==> config.mk <==
export PLATFORM = sky130hd
export DESIGN_NAME = stream_fifo
export DESIGN_NICKNAME = d
export VERILOG_FILES = /design/src/rtl/stream_fifo_pkg.sv /design/src/rtl/stream_fifo_mem.sv /design/src/rtl/stream_fifo.sv
export SDC_FILE = /design/constraint.sdc
export NUM_CORES = 1
export LEC_CHECK = 0
export CAP_MARGIN = 30
export CORE_UTILIZATION = 48
export CTS_CLUSTER_DIAMETER = 30
export DETAILED_ROUTE_END_ITERATION = 16
export PLACE_DENSITY_LB_ADDON = 0.1
export SETUP_SLACK_MARGIN = 0.3
export SLEW_MARGIN = 10
export SYNTH_ARGS = -nofsm -noshare
export SYNTH_HDL_FRONTEND = slang
export SYNTH_SLANG_ARGS = --single-unit
==> constraint.sdc <==
create_clock -name clk -period 5.45 [get_ports clk]
set_clock_uncertainty 0.15 [all_clocks]
set_input_delay 0.545 -clock clk [delete_from_list [all_inputs] [get_ports clk]]
set_output_delay 0.545 -clock clk [all_outputs]
set_load 0.005 [all_outputs]
==> src/rtl/stream_fifo_pkg.sv <==
// Shared constants and helpers for the stream FIFO slice.
// Default stream word width and a constant-evaluable clog2.
package stream_fifo_pkg;

  localparam int INT_N = 8;
  localparam int FIFO_DEPTH = 4;

  function automatic int clog2(input int n);
    int r;
    r = 0;
    while ((1 << r) < n) r++;
    return r;
  endfunction

endpackage

==> src/rtl/stream_fifo_mem.sv <==
// DEPTH x WIDTH register array: one synchronous write port,
// one asynchronous read port, contents never reset.
module stream_fifo_mem
  import stream_fifo_pkg::*;
#(
  parameter int WIDTH = INT_N,
  parameter int DEPTH = FIFO_DEPTH,
  parameter int AW = clog2(DEPTH)
) (
  input  logic             clk,
  input  logic             we,
  input  logic [AW-1:0]    waddr,
  input  logic [WIDTH-1:0] wdata,
  input  logic [AW-1:0]    raddr,
  output logic [WIDTH-1:0] rdata
);

  logic [WIDTH-1:0] mem [DEPTH];

  always_ff @(posedge clk) begin
    if (we) mem[waddr] <= wdata;
  end

  assign rdata = mem[raddr];

endmodule

==> src/rtl/stream_fifo.sv <==
// Buffered valid/ready stream receiver with occupancy export.
// Pointers carry one extra wrap bit to tell full from empty.
module stream_fifo
  import stream_fifo_pkg::*;
#(
  parameter int WIDTH = INT_N,
  parameter int DEPTH = FIFO_DEPTH,
  localparam int AW = clog2(DEPTH)
) (
  input  logic             clk,
  input  logic             nrst,
  input  logic             flush,
  input  logic [WIDTH-1:0] sIn,
  input  logic             sIn_valid,
  output logic             sIn_ready,
  output logic [WIDTH-1:0] sOut,
  output logic             sOut_valid,
  input  logic             sOut_ready,
  output logic [AW:0]      count,
  output logic             full,
  output logic             empty
);

  localparam logic [AW:0] ONE = {{AW{1'b0}}, 1'b1};
  localparam logic [AW:0] WRAP = {1'b1, {AW{1'b0}}};

  logic [AW:0]      wr_ptr;
  logic [AW:0]      rd_ptr;
  logic             push;
  logic             pop;
  logic [WIDTH-1:0] rdata;

  assign count      = wr_ptr - rd_ptr;
  assign empty      = (wr_ptr == rd_ptr);
  assign full       = ((wr_ptr ^ rd_ptr) == WRAP);
  assign sIn_ready  = !full;
  assign sOut_valid = !empty;
  assign push       = sIn_valid & sIn_ready;
  assign pop        = sOut_valid & sOut_ready;
  assign sOut       = empty ? '0 : rdata;

  always_ff @(posedge clk or negedge nrst) begin
    if (!nrst) begin
      wr_ptr <= '0;
      rd_ptr <= '0;
    end else if (flush) begin
      wr_ptr <= '0;
      rd_ptr <= '0;
    end else begin
      if (push) wr_ptr <= wr_ptr + ONE;
      if (pop)  rd_ptr <= rd_ptr + ONE;
    end
  end

  stream_fifo_mem #(
    .WIDTH (WIDTH),
    .DEPTH (DEPTH),
    .AW    (AW)
  ) u_mem (
    .clk   (clk),
    .we    (push & ~flush),
    .waddr (wr_ptr[AW-1:0]),
    .wdata (sIn),
    .raddr (rd_ptr[AW-1:0]),
    .rdata (rdata)
  );

endmodule
# --- Word level (Yosys, flattened, before mapping) ---
# Memories as Yosys holds them, arrays and structs flattened.
# Index checks and enable logic that the tools add are counted.
totals:
  reg_bits: 6
  ram_bits: 32
  inputBits: 13
  out_inout_bits: 15
  wordCells: 24
  n_memories: 1
memory_table:
  columns: ["memory", "depth", "width", "rd", "rd_clocked_by_memory_dff", "wr", "line_no", "text"]
  rows:
  - ["u_mem.mem", 4, 8, 1, 0, 1, "stream_fifo_mem.sv:18", "logic [WIDTH-1:0] mem [DEPTH];"]
classes:
  add_sub_neg: 3
  eq_ne: 2
  muxes: 7
  bitwise_logic: 5
  reduce_logical: 4
op_table:
  columns: ["op", "count"]
  rows:
  - ["two-way mux 3 bit", 4]
  - ["two-way mux 8 bit", 1]
  - ["adder 3 x 1 -> 3 bit, second input constant", 2]
  - ["nonzero test 2 bit", 2]
  - ["bitwise AND 1 bit", 3]
  - ["equality test 3 bit", 1]
  - ["equality test 3 bit, second input constant", 1]
  - ["subtractor 3 bit", 1]
  - ["bitwise XOR 3 bit", 1]
  - ["zero test 1 bit", 2]
  - ["two-way mux 1 bit", 2]
  - ["NOT 1 bit", 1]

# --- Depth between registers and ports, before layout ---
logic_depth:
  word_depth: 7
  mapped_depth: 8
  depth_no_buf: 6

# --- Hierarchy ---
# From an unflattened synthesis, not the netlist that was laid out.
hier_totals:
  hier_cells: 113
  hier_area_um2: 1769.2
modules_own_cells:
  columns: ["mod", "instances", "cells_each", "area_per_inst_um2"]
  rows:
  - ["stream_fifo_mem", 1, 46, 1188.6]
  - ["stream_fifo", 1, 67, 580.6]

# --- Least setup slack after synthesis ---
# OpenSTA, ideal clock, no wires.
synth_path:
  path_type: "register to register"
  from: "register rd_ptr[1]"
  to: "memory u_mem.mem[3][0] (netlist name), enable pin"
  arrival_ns: 1.941
  t_required_ns: 4.917
  slack_ns: 2.976
  path_stages_with_launch: 8
  period_less_slack_ns: 2.474
  cell_sequence: "dfrtp_1 -> buf_2 -> inv_1 -> ha_1 -> nand2_1 -> buf_2 -> nor2_2 -> nor3_1"
synth_between:
  elab_chain_cells: 7
synth_rtl:
  columns: ["item", "line_no", "text"]
  rows:
  - ["from (decl)", "stream_fifo.sv:28", "logic [AW:0] rd_ptr;"]
  - ["from (signal assigned)", "stream_fifo.sv:51", "if (pop) rd_ptr <= rd_ptr + ONE;"]
  - ["bitwise XOR 3 bit", "stream_fifo.sv:35", "assign full = ((wr_ptr ^ rd_ptr) == WRAP);"]
  - ["equality test 3 bit", "stream_fifo.sv:35", null]
  - ["via full", "stream_fifo.sv:20", "output logic full,"]
  - ["zero test 1 bit", "stream_fifo.sv:36", "assign sIn_ready = !full;"]
  - ["bitwise AND 1 bit", "stream_fifo.sv:38", "assign push = sIn_valid & sIn_ready;"]
  - ["bitwise AND 1 bit", "stream_fifo.sv:61", ".we (push & ~flush),"]
  - ["two-way mux 1 bit", "stream_fifo_mem.sv:21", "if (we) mem[waddr] <= wdata;"]
  - ["two-way mux 1 bit (implied by the code)", "stream_fifo_mem.sv:21", null]
  - ["to (decl)", "stream_fifo_mem.sv:18", null]
# The timed path passes the listed nets, and every way through them passes these cells.

# --- Final worst setup path ---
layout_path:
  from: "register rd_ptr[1]"
  to: "output empty"
layout_between:
  elab_chain_cells: 1
layout_rtl:
  columns: ["item", "line_no", "text"]
  rows:
  - ["equality test 3 bit", "stream_fifo.sv:34", "assign empty = (wr_ptr == rd_ptr);"]
  - ["to (decl)", "stream_fifo.sv:21", "output logic empty"]
# Every way passes these cells.

==> impl_metrics.tcl <==
set metrics [dict create \
    final_cells 192 \
    powerDensity_nw_per_um2 514 \
    synth_area_leaders "edfxtp_1, mux4_2, dfrtp_1" \
    htree_levels 2 \
    fin_tns_setup_ps 0 \
    fp.dieH_um 63.0 \
    grt_first_pass_wirelength_um 5240 \
    rsz0062_at_grt "false" \
    wl_um 3150 \
    fp.dieW_um 63.0 \
    slew_violations 0 \
    clock_insertion_delay_worst_skew_ps 280 \
    cp-startpoint "rd_ptr[1]$_DFFE_PN0P_" \
    worstPathCellList "inv_1 -> ha_1 -> nand2_1 -> nor2b_1 -> clkdlybuf4s50_1" \
    ys_warn_count 0 \
    path_max_fanout 12 \
    numPlacedInstances 185 \
    drt_pass1_iterations 4 \
    max_stage_delay_ps 700 \
    layout-drive-gt1-share_pct 14.4 \
    wl_per_cell_um 16.4 \
    worst-setup-path-type "reg2out" \
    cts_setup_buffers 0 \
    cts.reportedPaths.clkPinSlew_ps 70 \
    syn_to_final_growth_pct 21.7 \
    ys_seq_area_share_pct 62.3 \
    critPathArrivalTime_ps 3050 \
    yosysTopAreaCell "edfxtp_1" \
    power.total_mw 1.12 \
    gp_congestion 0.800 \
    grt_overflow_total 0 \
    cap_violations 0 \
    status "completed" \
    required_ps 4760 \
    port_buffers 27 \
    cp.buffers_inverters 2 \
    cts.path.max_buffers 2 \
    slowest_stage "nor2b_1" \
    holdBufCountCts 0 \
    fin_crit_sh_pct 68.7 \
    ios 28 \
    drtAntennaViolNets 0 \
    hold_viol 0 \
    hold_class "in2async" \
    grtUsageTotal_pct 18.3 \
    synth_area_per_cell_um2 15.4 \
    synth_cell_types 31 \
    r2r-start "rd_ptr[1]$_DFFE_PN0P_" \
    via_count 1061 \
    dieArea_um2 3970 \
    ys_ff_latch 38 \
    finalCriticalPeriod_ps 3740 \
    finalNetCount 167 \
    core-area_um2 3440 \
    tightest_slew_ps 791 \
    synth_top_area_share_pct 53.9 \
    end_kind "output port" \
    syn-cell-area_um2 1780 \
    cp-start-kind "flop" \
    setup_viol 0 \
    grt_pass1_vias 1073 \
    drc 0 \
    cts_tree "yes" \
    drt_iter0_drc 43 \
    antenna_cells 0 \
    nFillCells 265 \
    clock-sinks 38 \
    clockRootBuffer "clkbuf_8" \
    routed_via_density 5.53 \
    rows 21 \
    start_util_pct 51.8 \
    dp_hpwl_um 2130 \
    layout_commonest_cell "edfxtp_1" \
    cp_top_family "simple AND/OR/NAND/NOR gates" \
    syn_inst 116 \
    grt_max_degree 17 \
    timing.fmax_mhz 267 \
    antenna_found_initial 0 \
    layout_common_cells "edfxtp_1, clkdlybuf4s50_1, nor2b_1" \
    slew-limit-headroom_pct 47.1 \
    p_leak_nw 0.761 \
    syn_nets 137 \
    peakVddDrop_mv 0.224 \
    postCtsResizedCells 0 \
    cts_buffers 5 \
]
==> area by class of cell <==
| type | instances | area [µm²] | share of cell area, % |
|---|---|---|---|
| Sequential cell | 38 | 1110 | 51.2 |
| Multi-Input combinational cell | 66 | 621 | 28.6 |
| Timing Repair Buffer | 28 | 278 | 12.8 |
| Clock buffer | 5 | 68.8 | 3.17 |
| Tap cell | 46 | 57.6 | 2.65 |
| Inverter | 7 | 26.3 | 1.21 |
| Clock inverter | 2 | 10.0 | 0.461 |
==> through the flow <==
step | area [µm²] | utilization [%] | hold WS, ps | setup WS, ps
global route | 2170 | 63.1 | 368 | 1480
global placement | 2090 | 60.8 | 437 | 2100
finish | 2170 | 63.1 | 375 | 1710
detailed placement | 2090 | 60.8 | 442 | 2000
floorplan | 1780 | - | 99.4 | 2980
CTS | 2170 | 63.1 | 368 | 1690
==> logic make-up after synthesis <==
group                    after synthesis  share of synthesized area [%]
buffers and inverters                 12                           2.95
multiplexers                           9                           10.7
adder cells (fa/ha/maj)                8                           6.03
AND/OR/NAND/NOR                       38                           13.0
flip-flops                            38                           62.3
AO/OA/AOI/OAI                          9                           3.58
XOR/XNOR                               2                           1.40
==> sequential cells by signal (all words and copies together), names as in the netlist <==
name       cells
rd_ptr         3
u_mem.mem     32
wr_ptr         3
==> path summary, 6_finish.rpt <==
| check | end | slack (ps) | depth (start not counted) |
|---|---|---|---|
| min in group clk | wr_ptr[2]$_DFFE_PN0P_ | 450 | 2 |
| worst min-delay path | rd_ptr[0]$_DFFE_PN0P_ | 370 | 1 |
| max in group asynchronous | rd_ptr[2]$_DFFE_PN0P_ | 4520 | 1 |
| worst min register to register | wr_ptr[2]$_DFFE_PN0P_ | 450 | 2 |
| worst max-delay path | empty | 1710 | 5 |
| worst max register to register | u_mem.mem[2][6]$_DFFE_PP_ | 2760 | 6 |
==> metal layers <==
layer	up-vias	GRT usage, %	part of all wire (%)
met2	32	27.8	50
met4	0	9.01	0.76
met3	2	6.39	4.3
met1	526	23.1	45
met5	-	0	0
li1	501	-	-
==> synthesized netlist by cell type <==
cell and n:
nor3b_1 3, nand3_1 4, buf_4 1, o311ai_1 1, a31oi_1 3, a21oi_1 2
nor2_2 1, xnor2_2 1, and3b_2 1, nand3b_1 1, o211ai_1 1, fa_1 1
xnor2_1 1, nor2_1 2, nand4b_1 2, a211o_2 1, mux2_2 1, nor3_1 1
nor2b_1 10, a211o_1 1, nand4bb_1 1, ha_1 7, nand2_1 6, mux4_2 8
dfrtp_1 6, inv_1 7, and3_1 4, or4_1 2, clkbuf_1 1, edfxtp_1 32
buf_2 3
==> report_power, final <==
part / internal [mW] / total [mW] / switching, mW
clock: 0.0857 / 0.176 / 0.0899
sequential: 0.352 / 0.404 / 0.0519
combinational: 0.315 / 0.538 / 0.223
Power figures use the tool's default switching activity.
